--- src/rtl/paddle_move_ctrl.sv ---
// Two-player pong paddle controller: merges PS/2 make/break key state with
// push buttons and steps each paddle once per VGA frame (falling iVS).
module paddle_move_ctrl #(
  parameter int SCREEN_H = 480,
  parameter int PADDLE_H = 80,
  parameter int STEP     = 4,
  parameter int INIT_Y   = 200
) (
  input  logic       iCLK,
  input  logic       iRST_n,
  input  logic       iVS,
  input  logic       iKEY_pressed,
  input  logic [7:0] iKEY_data,
  input  logic       iBTN_L_up,
  input  logic       iBTN_L_dn,
  input  logic       iBTN_R_up,
  input  logic       iBTN_R_dn,
  output logic [9:0] oPL_Y,
  output logic [9:0] oPR_Y,
  output logic       oFRAME_TICK
);

  localparam logic [10:0] MAXY   = 11'(SCREEN_H - PADDLE_H);
  localparam logic [10:0] STEP_W = 11'(STEP);
  localparam logic [9:0]  INIT_W = 10'(INIT_Y);

  typedef enum logic [1:0] {S_IDLE, S_EXT, S_BRK, S_EXT_BRK} scan_e;

  scan_e      scan_q, scan_d;
  logic       kl_up_q, kl_dn_q, kr_up_q, kr_dn_q;
  logic       kl_up_d, kl_dn_d, kr_up_d, kr_dn_d;
  // vs_q[1:0] is the synchronizer; vs_q[2] is last cycle's synchronized level
  logic [2:0] vs_q;
  logic [3:0] btn_s1_q, btn_s2_q;
  logic       fall_q, tick_q;
  logic [9:0] pl_y_q, pr_y_q;
  logic       up_l, dn_l, up_r, dn_r;

  function automatic logic [9:0] next_y(input logic [9:0] y, input logic up, input logic dn);
    logic [10:0] y_w;
    logic [9:0]  res;
    y_w = {1'b0, y};
    res = y;
    if (up && !dn)
      res = (y_w < STEP_W) ? 10'd0 : 10'(y_w - STEP_W);
    else if (dn && !up)
      res = (y_w + STEP_W > MAXY) ? MAXY[9:0] : 10'(y_w + STEP_W);
    return res;
  endfunction

  always_comb begin
    scan_d  = scan_q;
    kl_up_d = kl_up_q;
    kl_dn_d = kl_dn_q;
    kr_up_d = kr_up_q;
    kr_dn_d = kr_dn_q;
    if (iKEY_pressed) begin
      scan_d = S_IDLE;
      case (scan_q)
        S_IDLE: begin
          if (iKEY_data == 8'hE0)      scan_d  = S_EXT;
          else if (iKEY_data == 8'hF0) scan_d  = S_BRK;
          else if (iKEY_data == 8'h1D) kl_up_d = 1'b1;
          else if (iKEY_data == 8'h1B) kl_dn_d = 1'b1;
        end
        S_EXT: begin
          if (iKEY_data == 8'hF0)      scan_d  = S_EXT_BRK;
          else if (iKEY_data == 8'h75) kr_up_d = 1'b1;
          else if (iKEY_data == 8'h72) kr_dn_d = 1'b1;
        end
        S_BRK: begin
          if (iKEY_data == 8'h1D)      kl_up_d = 1'b0;
          else if (iKEY_data == 8'h1B) kl_dn_d = 1'b0;
        end
        S_EXT_BRK: begin
          if (iKEY_data == 8'h75)      kr_up_d = 1'b0;
          else if (iKEY_data == 8'h72) kr_dn_d = 1'b0;
        end
        default: scan_d = S_IDLE;
      endcase
    end
  end

  always_ff @(posedge iCLK or negedge iRST_n) begin
    if (!iRST_n) begin
      scan_q  <= S_IDLE;
      kl_up_q <= 1'b0;
      kl_dn_q <= 1'b0;
      kr_up_q <= 1'b0;
      kr_dn_q <= 1'b0;
    end else begin
      scan_q  <= scan_d;
      kl_up_q <= kl_up_d;
      kl_dn_q <= kl_dn_d;
      kr_up_q <= kr_up_d;
      kr_dn_q <= kr_dn_d;
    end
  end

  // buttons are active-low; btn_s2_q bit order {R_dn, R_up, L_dn, L_up}
  assign up_l = kl_up_q | ~btn_s2_q[0];
  assign dn_l = kl_dn_q | ~btn_s2_q[1];
  assign up_r = kr_up_q | ~btn_s2_q[2];
  assign dn_r = kr_dn_q | ~btn_s2_q[3];

  always_ff @(posedge iCLK or negedge iRST_n) begin
    if (!iRST_n) begin
      vs_q     <= 3'b111;
      btn_s1_q <= 4'hF;
      btn_s2_q <= 4'hF;
      fall_q   <= 1'b0;
      tick_q   <= 1'b0;
      pl_y_q   <= INIT_W;
      pr_y_q   <= INIT_W;
    end else begin
      vs_q     <= {vs_q[1], vs_q[0], iVS};
      btn_s1_q <= {iBTN_R_dn, iBTN_R_up, iBTN_L_dn, iBTN_L_up};
      btn_s2_q <= btn_s1_q;
      fall_q   <= vs_q[2] & ~vs_q[1];
      tick_q   <= fall_q;
      if (fall_q) begin
        pl_y_q <= next_y(pl_y_q, up_l, dn_l);
        pr_y_q <= next_y(pr_y_q, up_r, dn_r);
      end
    end
  end

  assign oPL_Y       = pl_y_q;
  assign oPR_Y       = pr_y_q;
  assign oFRAME_TICK = tick_q;

endmodule

--- config.mk ---
export PLATFORM = sky130hd
export DESIGN_NAME = paddle_move_ctrl
export DESIGN_NICKNAME = d
export VERILOG_FILES = /design/src/rtl/paddle_move_ctrl.sv
export SDC_FILE = /design/constraint.sdc
export NUM_CORES = 1
export LEC_CHECK = 0
export BUFFER_PORTS_ARGS = -buffer_cell sky130_fd_sc_hd__buf_4
export CORE_ASPECT_RATIO = 1.2
export CORE_UTILIZATION = 50
export DETAILED_ROUTE_END_ITERATION = 12
export PLACE_DENSITY = 0.7
export SYNTH_ARGS = -nofsm -noshare
export SYNTH_HDL_FRONTEND = slang
export SYNTH_SLANG_ARGS = --single-unit
--- constraint.sdc ---
create_clock -name iCLK -period 4.8 [get_ports iCLK]
set_input_delay 0.96 -clock iCLK [delete_from_list [all_inputs] [get_ports iCLK]]
set_output_delay 0.96 -clock iCLK [all_outputs]
set_load 0.01 [all_outputs]
==> results.md <==
• result of the run: complete, no violations
• fraction of power consumed by the clock network: 0.221
• number of CTS-inserted buffers: 5
• type of the worst min-delay path: register to register
• final hold viol count: 0
• antenna violation net count after detailed routing: 0
• Avg Vias per Cell: 5.807
• routing usage on met1: 0.2749
• HPWL reported at the end of detailed placement: 3.429 mm
• largest family of logic cells by synthesized area: simple AND/OR/NAND/NOR gates
• netlist area before placement: 2230 sq um
• Final Max Slew Viols: 0
• count of hold buffers inserted by post-cts repair: 0
• x dimension of the die: 62.96 microns
• Pwr Density: 486.8 nW/um^2
• achievable clock frequency: 0.4289 GHz
• fraction of final layout cells sized beyond drive strength 1: 0.2238
• Primary FF master, synth: sky130_fd_sc_hd__dfrtp_1
• # nets final: 307
• area growth from synthesis to layout: 14.87%
• clock transition at the registers of the reported paths: 0.08 ns
• Global Route met3 Usage: 0.04394
• xor and xnor area share after synthesis: 0.01178
• final wirelength: 4.724 mm
• met2 track utilization from global routing: 0.3668
• initial detailed-routing violation count: 174
• number of register bits inferred by synthesis: 35
• proportion of register bits with asynchronous set or reset after synthesis: 1.000
• endpoint type of the worst setup path: register
• GRT Residual Overflow: 0
• sequential share of power: 0.404
• final worst-path cycle share: 0.4858
• Root Buffer: sky130_fd_sc_hd__clkbuf_8
• routed wire length per instance: 13.81 microns
• portion of the post-synthesis area used by sequential elements: 0.4024
• Comb power frac: 0.375
• Mapped Cells: 260
• Least-Margin Pin Slew: 0.5327 ns
• Maximum Capacitance Violations: 0
• placed cell area: 2445 sq um
• CTS tree: built
• area inside the core boundary: 4262 sq um
• Clock Path Buffers: 2
• antenna fix cells: 0
• clock latency at the later pin of the worst-skew pair: 0.28 ns
• H-Tree Depth: 2
• total number of placement rows: 26
• largest net degree at the start of global routing: 36
• CP Data Arrival Time: 2.50 ns
• Yosys Warn Count: 0
• Synth Area in Compound Gates: 0.1964
• overall fraction of global-route tracks in use: 0.2163
• initial standard-cell utilization of the core: 0.5232
• VDD IR-drop max: 0.0002162 V
• Pre-Repair DR Iteration Count: 4
• required time at the worst-slack endpoint: 4.97 ns
• Unique masters post-synth: 58
• Syn Area/Cell: 8.576 sq um
• via count of the first global-routing pass: 1784
• worst-case headroom to the max-slew limit: 0.6418
• Adder-Cell Fraction of Synth Area: 0.03367
• count of input and output buffers: 32
• switching power of the nets: 0.0004905 W
• initial antenna violation count: 0
• time the final worst path needs with I/O delays and setup: 2.332 ns
• filler cell count in the final layout: 409
• nature of the critical path startpoint: register
• Die H: 75.15 microns
• basic-gate share of the synthesized area counting and, or, nand and nor cells: 0.2694
• number of top-level pins: 37
• Critical Setup Path Class: register to register
• Pint: 0.0007562 W
• Post-Route Skew: 0.004265 ns
• final RePlAce weighted congestion: 0.8776
• sinks on the clock net: 35
• leakage power of the design: 1.084 nW
• global-route wire length before repair: 7.948 mm
• final sum of negative setup slack: 0 ns
• count of unresolved DRC violations after routing: 0
• DIE AREA: 4731 sq um
• Switching Share: 0.3934
• area of all placed cells without fillers: 2561 sq um
• mux contribution to synthesized area: 0.01403
• Setup violations, final: 0
• largest driver fanout on the critical path: 8
• Post-CTS Setup Bufs: 0
• peak-usage layer in the global routing report: met2
• total via count in the routed design: 1986
• setup repair after global routing missed its margin: no
• PostCTS Resize Cnt: 0
• count of flip-flops with a built-in enable after synthesis: 0
-- cell families (layout without fill, tap and decap cells) --
logic type               after synthesis  in the layout
buffers and inverters                 30             53
XOR/XNOR                               3              3
AO/OA/AOI/OAI                         68             68
flip-flops                            35             35
other                                  1              4
adder cells (fa/ha/maj)                6              6
multiplexers                           3              3
AND/OR/NAND/NOR                      114            114
-- sequential cells by signal, summed over array words and instances (netlist names) --
register     cells
vs_q             3
fall_q           1
kr_dn_q          1
kl_dn_q          1
btn_s1_q         4
btn_s2_q         4
oPR_Y            8
kr_up_q          1
kl_up_q          1
oFRAME_TICK      1
oPL_Y            8
scan_q           2
-- cells in the final DEF, fill, tap and decap left out, types with 2 or more instances in the layout --
cell type / Yosys / routed
sky130_fd_sc_hd__o211ai_1: 2 / 2
sky130_fd_sc_hd__nor4_1: 3 / 3
sky130_fd_sc_hd__a221o_1: 2 / 2
sky130_fd_sc_hd__dfrtp_1: 18 / 18
sky130_fd_sc_hd__a211oi_1: 2 / 2
sky130_fd_sc_hd__a21oi_1: 17 / 17
sky130_fd_sc_hd__o21ai_0: 21 / 21
sky130_fd_sc_hd__clkbuf_8: 0 / 5
sky130_fd_sc_hd__and4_1: 2 / 2
sky130_fd_sc_hd__nor4b_1: 2 / 2
sky130_fd_sc_hd__or3_1: 5 / 5
sky130_fd_sc_hd__ha_1: 6 / 6
sky130_fd_sc_hd__buf_4: 4 / 32
sky130_fd_sc_hd__nor3b_1: 3 / 3
sky130_fd_sc_hd__nand2_1: 30 / 30
sky130_fd_sc_hd__o21a_1: 2 / 2
sky130_fd_sc_hd__nor3_1: 10 / 10
sky130_fd_sc_hd__nand3_1: 14 / 14
sky130_fd_sc_hd__nand2b_1: 5 / 5
sky130_fd_sc_hd__and2_1: 2 / 2
sky130_fd_sc_hd__nor2_1: 20 / 20
sky130_fd_sc_hd__or4_1: 2 / 2
sky130_fd_sc_hd__dfstp_2: 17 / 17
sky130_fd_sc_hd__nor2b_1: 8 / 8
sky130_fd_sc_hd__xor2_1: 2 / 2
sky130_fd_sc_hd__o22ai_1: 4 / 4
sky130_fd_sc_hd__and3_1: 2 / 2
sky130_fd_sc_hd__o311ai_0: 2 / 2
sky130_fd_sc_hd__inv_1: 12 / 12
sky130_fd_sc_hd__conb_1: 1 / 4
sky130_fd_sc_hd__a31oi_1: 3 / 3
sky130_fd_sc_hd__mux2i_1: 2 / 2
-- worst max-delay path, cell delays in order, from the launching register on --
cell and delay [ns]:
sky130_fd_sc_hd__dfstp_2 0.60, sky130_fd_sc_hd__ha_1 0.30, sky130_fd_sc_hd__and4_1 0.27, sky130_fd_sc_hd__mux2i_1 0.27, sky130_fd_sc_hd__mux2i_1 0.11, sky130_fd_sc_hd__o21ai_1 0.29, sky130_fd_sc_hd__a221oi_1 0.14, sky130_fd_sc_hd__a211o_1 0.24
-- per-stage QoR --
| stage | util | setup WS [ns] | hold slack [ns] | cells | power (W) |
|---|---|---|---|---|---|
| final | 0.6010 | 2.468 | 0.3577 | 342 | 0.001247 |
| after global routing | 0.6010 | 2.182 | 0.3609 | 342 | 0.001340 |
| after CTS | 0.6010 | 2.472 | 0.3592 | 342 | 0.001251 |
| after detailed placement | 0.5737 | 2.485 | 0.3472 | 334 | 0.0009697 |
| after global placement | 0.5737 | 2.492 | 0.3457 | 334 | 0.0009636 |
| after floorplan | - | 2.601 | 0.3452 | 263 | 0.0008216 |
-- layout make-up --
class	count	area (sq um)	share of cell area
Timing Repair Buffer	32	240.2	0.09380
Clock buffer	5	68.82	0.02687
Tap cell	56	70.07	0.02736
Sequential cell	35	897.1	0.3503
Inverter	13	51.30	0.02003
Multi-Input combinational cell	198	1186	0.4631
Clock inverter	3	47.55	0.01856
-- final timing paths --
path                        startpoint           to  slack (ns)  cells after the start
max in group asynchronous       iRST_n     oPR_Y[3]        3.85                      1
min                        btn_s1_q[2]  btn_s2_q[2]        0.36                      0
max                           oPL_Y[3]     oPL_Y[5]        2.47                      7
min in group asynchronous       iRST_n      kl_up_q        0.61                      1
max reg2reg                   oPL_Y[3]     oPL_Y[5]        2.47                      7
min reg2reg                btn_s1_q[2]  btn_s2_q[2]        0.36                      0
-- cells in the mapped netlist, types with 2 or more instances --
cell	number	share of area
sky130_fd_sc_hd__nand2_1	30	0.051
sky130_fd_sc_hd__o21ai_0	21	0.047
sky130_fd_sc_hd__nor2_1	20	0.034
sky130_fd_sc_hd__dfrtp_1	18	0.20
sky130_fd_sc_hd__a21oi_1	17	0.038
sky130_fd_sc_hd__dfstp_2	17	0.20
sky130_fd_sc_hd__nand3_1	14	0.031
sky130_fd_sc_hd__inv_1	12	0.020
sky130_fd_sc_hd__nor3_1	10	0.022
sky130_fd_sc_hd__nor2b_1	8	0.022
sky130_fd_sc_hd__ha_1	6	0.034
sky130_fd_sc_hd__clkbuf_1	5	0.0084
sky130_fd_sc_hd__nand2b_1	5	0.014
sky130_fd_sc_hd__or3_1	5	0.014
sky130_fd_sc_hd__buf_4	4	0.013
sky130_fd_sc_hd__o22ai_1	4	0.011
sky130_fd_sc_hd__a31oi_1	3	0.0084
sky130_fd_sc_hd__buf_6	3	0.015
sky130_fd_sc_hd__nor3b_1	3	0.010
sky130_fd_sc_hd__nor4_1	3	0.0084
sky130_fd_sc_hd__a211oi_1	2	0.0067
sky130_fd_sc_hd__a221o_1	2	0.0090
sky130_fd_sc_hd__and2_1	2	0.0056
sky130_fd_sc_hd__and3_1	2	0.0056
sky130_fd_sc_hd__and4_1	2	0.0079
sky130_fd_sc_hd__buf_2	2	0.0045
sky130_fd_sc_hd__clkbuf_2	2	0.0045
sky130_fd_sc_hd__mux2i_1	2	0.0090
sky130_fd_sc_hd__nor4b_1	2	0.0079
sky130_fd_sc_hd__o211ai_1	2	0.0067
sky130_fd_sc_hd__o21a_1	2	0.0067
sky130_fd_sc_hd__o311ai_0	2	0.0079
sky130_fd_sc_hd__or4_1	2	0.0067
sky130_fd_sc_hd__xor2_1	2	0.0079
-- metal layers --
layer / vias to the layer above / share of wire
li1: 979 / -
met1: 952 / 0.47
met2: 48 / 0.49
met3: 7 / 0.033
met4: 0 / 0.011
met5: - / 0
-- power by group through the flow --
stage,clock network (W),registers (W),logic [W]
after floorplan,0,0.000453,0.000368
after global placement,0,0.000504,0.000459
after detailed placement,0,0.000507,0.000463
after CTS,0.000284,0.000502,0.000465
after global routing,0.000295,0.000519,0.000525
final,0.000275,0.000504,0.000467
No activity file was read; power rests on OpenSTA's default activity.
